**src/rtl/pipe_hazard_ctrl_if.sv**
```systemverilog
// Hazard-control bundle: requests/handshake status in, stage controls and perf counters out.
// master drives hazard requests and memory status; slave is the hazard controller.
interface pipe_hazard_ctrl_if #(
  parameter int CNT_W = 32
);
  logic             forward_stall;
  logic             br_flush;
  logic             mem_access;
  logic             dmem_resp;
  logic             imem_inflight;
  logic             imem_resp;
  logic             pc_we;
  logic             if_id_we;
  logic             id_ex_we;
  logic             ex_mem_we;
  logic             mem_wb_we;
  logic             if_id_flush;
  logic             id_ex_flush;
  logic             imem_discard;
  logic             discard_pending;
  logic [CNT_W-1:0] perf_dmem;
  logic [CNT_W-1:0] perf_imem;
  logic [CNT_W-1:0] perf_lu;
  logic [CNT_W-1:0] perf_flush;

  modport master (
    output forward_stall, br_flush, mem_access, dmem_resp, imem_inflight, imem_resp,
    input  pc_we, if_id_we, id_ex_we, ex_mem_we, mem_wb_we, if_id_flush, id_ex_flush,
    input  imem_discard, discard_pending, perf_dmem, perf_imem, perf_lu, perf_flush
  );

  modport slave (
    input  forward_stall, br_flush, mem_access, dmem_resp, imem_inflight, imem_resp,
    output pc_we, if_id_we, id_ex_we, ex_mem_we, mem_wb_we, if_id_flush, id_ex_flush,
    output imem_discard, discard_pending, perf_dmem, perf_imem, perf_lu, perf_flush
  );
endinterface

```
**src/rtl/pipe_hazard_ctrl.sv**
```systemverilog
// Hazard/stall responder for the 5-stage rv32i pipeline: stage enables, bubbles, stale-fetch discard.
// Saturating stall/flush counters exist only with PIPE_HAZARD_CTRL_PERF_EN; otherwise perf_* read 0.
module pipe_hazard_ctrl #(
  parameter int CNT_W = 32
) (
  input logic               clk,
  input logic               rst_n,
  pipe_hazard_ctrl_if.slave hz
);
  typedef enum logic {RUN = 1'b0, DISCARD = 1'b1} state_t;

  state_t state_q, state_d;
  logic   frozen, imem_wait, in_disc, drop_resp;
  logic   pc_we, if_id_we, id_ex_we, ex_mem_we, mem_wb_we;
  logic   if_id_flush, id_ex_flush, imem_discard;

  assign frozen    = hz.mem_access && !hz.dmem_resp;
  assign imem_wait = hz.imem_inflight && !hz.imem_resp;
  assign in_disc   = (state_q == DISCARD);
  assign drop_resp = in_disc && hz.imem_resp;

  always_comb begin
    state_d      = state_q;
    pc_we        = 1'b0;
    if_id_we     = 1'b0;
    id_ex_we     = 1'b0;
    ex_mem_we    = 1'b0;
    mem_wb_we    = 1'b0;
    if_id_flush  = 1'b0;
    id_ex_flush  = 1'b0;
    imem_discard = 1'b0;
    if (frozen) begin
      // whole pipeline holds; only the stale-response drop below may act
    end else if (hz.br_flush) begin
      pc_we       = 1'b1;
      if_id_we    = 1'b1;
      id_ex_we    = 1'b1;
      ex_mem_we   = 1'b1;
      mem_wb_we   = 1'b1;
      if_id_flush = 1'b1;
      id_ex_flush = 1'b1;
      if (!in_disc && imem_wait)     state_d = DISCARD;
      if (!in_disc && hz.imem_resp)  imem_discard = 1'b1;
    end else if (hz.forward_stall || imem_wait || in_disc) begin
      id_ex_we    = 1'b1;
      id_ex_flush = 1'b1;
      ex_mem_we   = 1'b1;
      mem_wb_we   = 1'b1;
    end else begin
      pc_we     = 1'b1;
      if_id_we  = 1'b1;
      id_ex_we  = 1'b1;
      ex_mem_we = 1'b1;
      mem_wb_we = 1'b1;
    end
    // The fetch that was outstanding at redirect returns: consume and drop it.
    if (drop_resp) begin
      imem_discard = 1'b1;
      if_id_we     = 1'b0;
      state_d      = RUN;
    end
  end

  always_ff @(posedge clk or negedge rst_n) begin
    if (!rst_n) state_q <= RUN;
    else        state_q <= state_d;
  end

  assign hz.pc_we           = rst_n & pc_we;
  assign hz.if_id_we        = rst_n & if_id_we;
  assign hz.id_ex_we        = rst_n & id_ex_we;
  assign hz.ex_mem_we       = rst_n & ex_mem_we;
  assign hz.mem_wb_we       = rst_n & mem_wb_we;
  assign hz.if_id_flush     = rst_n & if_id_flush;
  assign hz.id_ex_flush     = rst_n & id_ex_flush;
  assign hz.imem_discard    = rst_n & imem_discard;
  assign hz.discard_pending = rst_n & in_disc;

`ifdef PIPE_HAZARD_CTRL_PERF_EN
  localparam logic [CNT_W-1:0] ONE = CNT_W'(1);
  logic             inc_dmem, inc_flush, inc_lu, inc_imem;
  logic [CNT_W-1:0] perf_dmem_q, perf_dmem_d, perf_flush_q, perf_flush_d;
  logic [CNT_W-1:0] perf_lu_q, perf_lu_d, perf_imem_q, perf_imem_d;

  // One cause per cycle, same priority order as the control decode.
  always_comb begin
    inc_dmem     = frozen;
    inc_flush    = !frozen && hz.br_flush;
    inc_lu       = !frozen && !hz.br_flush && hz.forward_stall;
    inc_imem     = !frozen && !hz.br_flush && !hz.forward_stall && (imem_wait || in_disc);
    perf_dmem_d  = perf_dmem_q;
    perf_flush_d = perf_flush_q;
    perf_lu_d    = perf_lu_q;
    perf_imem_d  = perf_imem_q;
    if (inc_dmem  && perf_dmem_q  != '1) perf_dmem_d  = perf_dmem_q  + ONE;
    if (inc_flush && perf_flush_q != '1) perf_flush_d = perf_flush_q + ONE;
    if (inc_lu    && perf_lu_q    != '1) perf_lu_d    = perf_lu_q    + ONE;
    if (inc_imem  && perf_imem_q  != '1) perf_imem_d  = perf_imem_q  + ONE;
  end

  always_ff @(posedge clk or negedge rst_n) begin
    if (!rst_n) begin
      perf_dmem_q  <= '0;
      perf_flush_q <= '0;
      perf_lu_q    <= '0;
      perf_imem_q  <= '0;
    end else begin
      perf_dmem_q  <= perf_dmem_d;
      perf_flush_q <= perf_flush_d;
      perf_lu_q    <= perf_lu_d;
      perf_imem_q  <= perf_imem_d;
    end
  end

  assign hz.perf_dmem  = perf_dmem_q;
  assign hz.perf_flush = perf_flush_q;
  assign hz.perf_lu    = perf_lu_q;
  assign hz.perf_imem  = perf_imem_q;
`else
  assign hz.perf_dmem  = '0;
  assign hz.perf_flush = '0;
  assign hz.perf_lu    = '0;
  assign hz.perf_imem  = '0;
`endif
endmodule

```
**src/flat_wrapper.sv**
```systemverilog
// flat-port wrapper written by rule: the top's interface ports become plain ports
module pipe_hazard_ctrl_flat 
#(
  parameter int CNT_W = 32
)
  (clk, rst_n, hz_forward_stall, hz_br_flush, hz_mem_access, hz_dmem_resp, hz_imem_inflight, hz_imem_resp, hz_pc_we, hz_if_id_we, hz_id_ex_we, hz_ex_mem_we, hz_mem_wb_we, hz_if_id_flush, hz_id_ex_flush, hz_imem_discard, hz_discard_pending, hz_perf_dmem, hz_perf_imem, hz_perf_lu, hz_perf_flush);
  pipe_hazard_ctrl_if #(.CNT_W(CNT_W)) hz_i ();
  input logic clk;
  input logic rst_n;
  input wire logic [$bits(hz_i.forward_stall)-1:0] hz_forward_stall;
  input wire logic [$bits(hz_i.br_flush)-1:0] hz_br_flush;
  input wire logic [$bits(hz_i.mem_access)-1:0] hz_mem_access;
  input wire logic [$bits(hz_i.dmem_resp)-1:0] hz_dmem_resp;
  input wire logic [$bits(hz_i.imem_inflight)-1:0] hz_imem_inflight;
  input wire logic [$bits(hz_i.imem_resp)-1:0] hz_imem_resp;
  output wire logic [$bits(hz_i.pc_we)-1:0] hz_pc_we;
  output wire logic [$bits(hz_i.if_id_we)-1:0] hz_if_id_we;
  output wire logic [$bits(hz_i.id_ex_we)-1:0] hz_id_ex_we;
  output wire logic [$bits(hz_i.ex_mem_we)-1:0] hz_ex_mem_we;
  output wire logic [$bits(hz_i.mem_wb_we)-1:0] hz_mem_wb_we;
  output wire logic [$bits(hz_i.if_id_flush)-1:0] hz_if_id_flush;
  output wire logic [$bits(hz_i.id_ex_flush)-1:0] hz_id_ex_flush;
  output wire logic [$bits(hz_i.imem_discard)-1:0] hz_imem_discard;
  output wire logic [$bits(hz_i.discard_pending)-1:0] hz_discard_pending;
  output wire logic [$bits(hz_i.perf_dmem)-1:0] hz_perf_dmem;
  output wire logic [$bits(hz_i.perf_imem)-1:0] hz_perf_imem;
  output wire logic [$bits(hz_i.perf_lu)-1:0] hz_perf_lu;
  output wire logic [$bits(hz_i.perf_flush)-1:0] hz_perf_flush;
  assign hz_i.forward_stall = hz_forward_stall;
  assign hz_i.br_flush = hz_br_flush;
  assign hz_i.mem_access = hz_mem_access;
  assign hz_i.dmem_resp = hz_dmem_resp;
  assign hz_i.imem_inflight = hz_imem_inflight;
  assign hz_i.imem_resp = hz_imem_resp;
  assign hz_pc_we = hz_i.pc_we;
  assign hz_if_id_we = hz_i.if_id_we;
  assign hz_id_ex_we = hz_i.id_ex_we;
  assign hz_ex_mem_we = hz_i.ex_mem_we;
  assign hz_mem_wb_we = hz_i.mem_wb_we;
  assign hz_if_id_flush = hz_i.if_id_flush;
  assign hz_id_ex_flush = hz_i.id_ex_flush;
  assign hz_imem_discard = hz_i.imem_discard;
  assign hz_discard_pending = hz_i.discard_pending;
  assign hz_perf_dmem = hz_i.perf_dmem;
  assign hz_perf_imem = hz_i.perf_imem;
  assign hz_perf_lu = hz_i.perf_lu;
  assign hz_perf_flush = hz_i.perf_flush;
  pipe_hazard_ctrl #(.CNT_W(CNT_W)) u_core (.clk(clk), .rst_n(rst_n), .hz(hz_i));
endmodule
```
**config.mk**
```make
export PLATFORM = sky130hd
export DESIGN_NAME = pipe_hazard_ctrl_flat
export DESIGN_NICKNAME = d
export VERILOG_FILES = /design/src/rtl/pipe_hazard_ctrl_if.sv /design/src/rtl/pipe_hazard_ctrl.sv /design/src/flat_wrapper.sv
export SDC_FILE = /design/constraint.sdc
export NUM_CORES = 1
export LEC_CHECK = 0
export CELL_PAD_IN_SITES_DETAIL_PLACEMENT = 0
export CELL_PAD_IN_SITES_GLOBAL_PLACEMENT = 1
export CORE_ASPECT_RATIO = 1.75
export CORE_MARGIN = 2
export CORE_UTILIZATION = 15
export DETAILED_ROUTE_END_ITERATION = 16
export PLACE_DENSITY = 0.91
export SETUP_SLACK_MARGIN = 0.4
export SKIP_LAST_GASP = 1
export SYNTH_ARGS = -nofsm -noshare
export SYNTH_HDL_FRONTEND = slang
export SYNTH_SLANG_ARGS = --single-unit
```
**constraint.sdc**
```tcl
create_clock -name clk -period 1.1 [get_ports clk]
set_clock_uncertainty 0.2 [all_clocks]
set_input_delay 0.11 -clock clk [delete_from_list [all_inputs] [get_ports clk]]
set_output_delay 0.11 -clock clk [all_outputs]
set_load 0.02 [all_outputs]
```
* Yosys cells after proc, flatten, opt, wreduce, memory -nomap -nowiden
Cells that the tools add are included.
** Word-level totals
- Bits of input ports :: 8
- Logic and storage cells :: 40
- Bits in registers :: 1
** Cells by class
- Bitwise gates (word level) :: 7
- Mux-type cells :: 18
- Eq/ne operators :: 1
- Reduce and logical (&&, ||, !) cells :: 13
** Operator list (count)
- $mux W1 :: 18
- $and A1 B1 Y1 :: 7
- $logic_and A1 B1 Y1 :: 5
- $reduce_bool A2 Y1 :: 2
- $logic_not A1 Y1 :: 3
- $reduce_and A3 Y1 :: 1
- $logic_or A1 B1 Y1 :: 2
- $ne A2 B2 Y1 const B :: 1

* Logic depth before layout (Yosys ltp)
- Depth in word-level cells :: 9
- Depth in mapped cells :: 3
- Mapped depth without buffers :: 3

* Least setup slack after synthesis
Ideal clock, no wire load.
- Path type :: input to output
- From :: input hz_dmem_resp
- To :: output hz_id_ex_flush
- Path buffers :: 0
- Path slack :: -0.153 ns
- Arrival time :: 0.943 ns
- Required time :: 0.790 ns
- Stages on the path :: 3
- Cells stage by stage :: nand2b_4 -> and2_4 -> a21boi_0
** Between the ends
- Longest elaborated chain between the ends :: 4
** Ends and longest elaborated chain
- from (decl) :: line flat_wrapper.sv:13 : input wire logic [$bits(hz_i.dmem_resp)-1:0] hz_dmem_resp;
- $logic_not A1 Y1 :: line pipe_hazard_ctrl.sv:17 : assign frozen = hz.mem_access && !hz.dmem_resp;
- $logic_and A1 B1 Y1 :: line pipe_hazard_ctrl.sv:17
- $mux W1 :: line pipe_hazard_ctrl.sv:32 : if (frozen) begin
- $and A1 B1 Y1 :: line pipe_hazard_ctrl.sv:75 : assign hz.id_ex_flush = rst_n & id_ex_flush;
- to (decl) :: line flat_wrapper.sv:22 : output wire logic [$bits(hz_i.id_ex_flush)-1:0] hz_id_ex_flush;
No other way between the ends.

* Worst setup path after layout
- From :: input hz_br_flush
- To :: output hz_if_id_we
** Between the ends
- Longest elaborated chain between the ends :: 4
** Ends and longest elaborated chain
- from (decl) :: line flat_wrapper.sv:11 : input wire logic [$bits(hz_i.br_flush)-1:0] hz_br_flush;
- $mux W1 :: line pipe_hazard_ctrl.sv:34 : end else if (hz.br_flush) begin
- $mux W1 :: line pipe_hazard_ctrl.sv:32
- $mux W1 :: line pipe_hazard_ctrl.sv:57 : if (drop_resp) begin
- $and A1 B1 Y1 :: line pipe_hazard_ctrl.sv:70 : assign hz.if_id_we = rst_n & if_id_we;
- to (decl) :: line flat_wrapper.sv:17 : output wire logic [$bits(hz_i.if_id_we)-1:0] hz_if_id_we;
No other way between the ends.

==> out/summary.txt <==
Register area: 26.28 µm²
Setup TNS Final: -0.5193 ns
Antenna Nets Post-Route: 0
Setup ws final: -0.1397 ns
Tmin final: 1.240 ns
ANT cells: 0
Max-cap viol count: 0
Crit-path max FO: 4
Clock slew at reported path FFs: 0 ns
Num rows: 41
Post-synthesis sequential area ratio: 2.257%
Drt wl/cell: 5.807 µm
DP HPWL: 1340 µm
Crit path launch: hz_br_flush
Hold WS: -0.1573 ns
Synthesized area: 1109 µm²
GR Util All Layers: 2.233%
Inst Count DP: 251
Layout cells sized above 1: 20.24%
Crit end category: output pin
Most frequent cells in the layout: conb_1, buf_6, buf_4
Fill cells: 841
Final core utilization: 13.97%
Static leakage: 0.6179 nW
CP required: 0.79 ns
Initial DRC Count: 0
Syn Inst Count: 147
Yosys warning count: 0
Reg2Reg Depth: 2
Final slew viol count: 0
Commonest non-fill, non-tap cell in the layout: conb_1
Layout area overhead: -9.481%
Reg2reg end: u_core.in_disc$_DFFE_PN0P_
Reg2reg setup slack: 0.15 ns
Pwr/cell area: 620.7 nW/µm²
Crit share post-route: 112.7%
I/O pin cnt: 145
Critical Path AT: 0.93 ns
Worst skew pair latency: 0 ns
Multi-input logic area: 623.1 µm²
Pin count of the biggest net entering global routing: 6
Vias in the first global route: 286
Final setup viols: 5
Failing checks: hold timing, setup timing
Crit start category: primary input
Peak supply drop: 0.07975 mV
DRC Markers: 0
Final nets: 178
DR vias/cell: 2.374
Final hold violations: 1
Design Power: 0.6228 mW
Global route overflow: 0
Starting Density: 15.44%
Finished Layout Cells: 254
Initial antenna violation count: 1
Die area: 8121 µm²
Worst min path class: primary input to asynchronous set/reset pin
Initial DRT Pass Iterations: 1
Unrepaired setup endpoints after global routing: true
Dpl cell area: 927.1 µm²
Critical Path Sink: hz_if_id_we
Fin area: 1003 µm²
Netlist cell types: 16
Routability cong.: 0.4893
Synthesized flop and latch total: 1
WS Path Type: primary input to output pin
IO Port Bufs: 16
Core Region: 7182 µm²
Final WL: 1475 µm
Mean Syn Cell Area: 7.541 µm²
RR Startpoint: u_core.in_disc$_DFFE_PN0P_
Die Y: 117.7 µm
Die X: 68.99 µm
Largest register FFs: 1
Max Fclk: 0.8067 GHz
Outcome: finished with violations
Via Count: 603
First-pass GRT wire length: 1324 µm
per-stage QoR:
stage | setup WS [ns] | hold WS, ns
3_3_place_gp | -0.9377 | 0.2855
5_1_grt | -0.1739 | -0.1352
2_1_floorplan | -0.003932 | -0.3856
4_1_cts | -0.1534 | -0.04698
3_5_place_dp | -0.9537 | 0.3146
6_report | -0.1397 | -0.1573
per-layer routing:
layer	global-route usage, %	vias up	part of all wire (%)
li1	-	233	-
met2	6.611	123	56
met1	0.1753	243	9.2
met3	0.6692	2	33
met5	0	-	0.88
met4	0	2	0.41
synth_stat cells:
cell | instances | share of area (%)
and3_1 | 1 | 0.56
and3_4 | 1 | 1.0
nor2b_1 | 1 | 0.56
a31oi_1 | 1 | 0.56
and2_4 | 1 | 0.79
nor2_1 | 1 | 0.34
nand2b_4 | 1 | 1.2
o21ai_0 | 2 | 0.90
conb_1 | 1 | 0.34
o21a_1 | 2 | 1.4
buf_4 | 130 | 88
dfrtp_1 | 1 | 2.3
a21boi_0 | 1 | 0.68
nor3_1 | 1 | 0.45
and2_1 | 1 | 0.56
inv_1 | 1 | 0.34
critical path: stages:
cell and delay [ns]:
clkdlybuf4s15_2 0.21, inv_1 0.09, o21ai_1 0.19, and3_4 0.21, buf_6 0.11
how the worst min path moves through the flow:
| stage | endpoint | from | cells past startpoint | slack (ns) |
|---|---|---|---|---|
| floorplan | u_core.in_disc$_DFFE_PN0P_ | rst_n | 0 | -0.39 |
| global placement | u_core.in_disc$_DFFE_PN0P_ | rst_n | 2 | 0.29 |
| detailed placement | u_core.in_disc$_DFFE_PN0P_ | rst_n | 2 | 0.31 |
| CTS | u_core.in_disc$_DFFE_PN0P_ | rst_n | 2 | -0.05 |
| global route | u_core.in_disc$_DFFE_PN0P_ | rst_n | 2 | -0.14 |
| finish | u_core.in_disc$_DFFE_PN0P_ | rst_n | 2 | -0.16 |
repair_timing:
action,in CTS,in global routing
buffers inserted,1,2
endpoints found under the setup margin,11,10
endpoints found under the hold margin,1,1
pin swaps,10,3
resized for setup,74,5
power by group:
part | leakage, nW | switching (mW) | total, mW | internal (mW)
Sequential | 0.0119 | 0.00350 | 0.0437 | 0.0402
Combinational | 0.606 | 0.471 | 0.579 | 0.109
Clock | 0 | 0 | 0 | 0
kinds of logic after synthesis:
| family | Yosys count | share of synthesized area (%) |
|---|---|---|
| buffers and inverters | 131 | 88.37 |
| other | 1 | 0.3383 |
| flip-flops | 1 | 2.257 |
| AO/OA/AOI/OAI | 6 | 3.499 |
| AND/OR/NAND/NOR | 8 | 5.531 |
area by class of cell:
type | count | area share (%)
Timing Repair Buffer | 24 | 24.19
Sequential cell | 1 | 2.618
Tap cell | 86 | 10.72
Multi-Input combinational cell | 142 | 62.09
Inverter | 1 | 0.3741
Power figures use the tool's default switching activity.
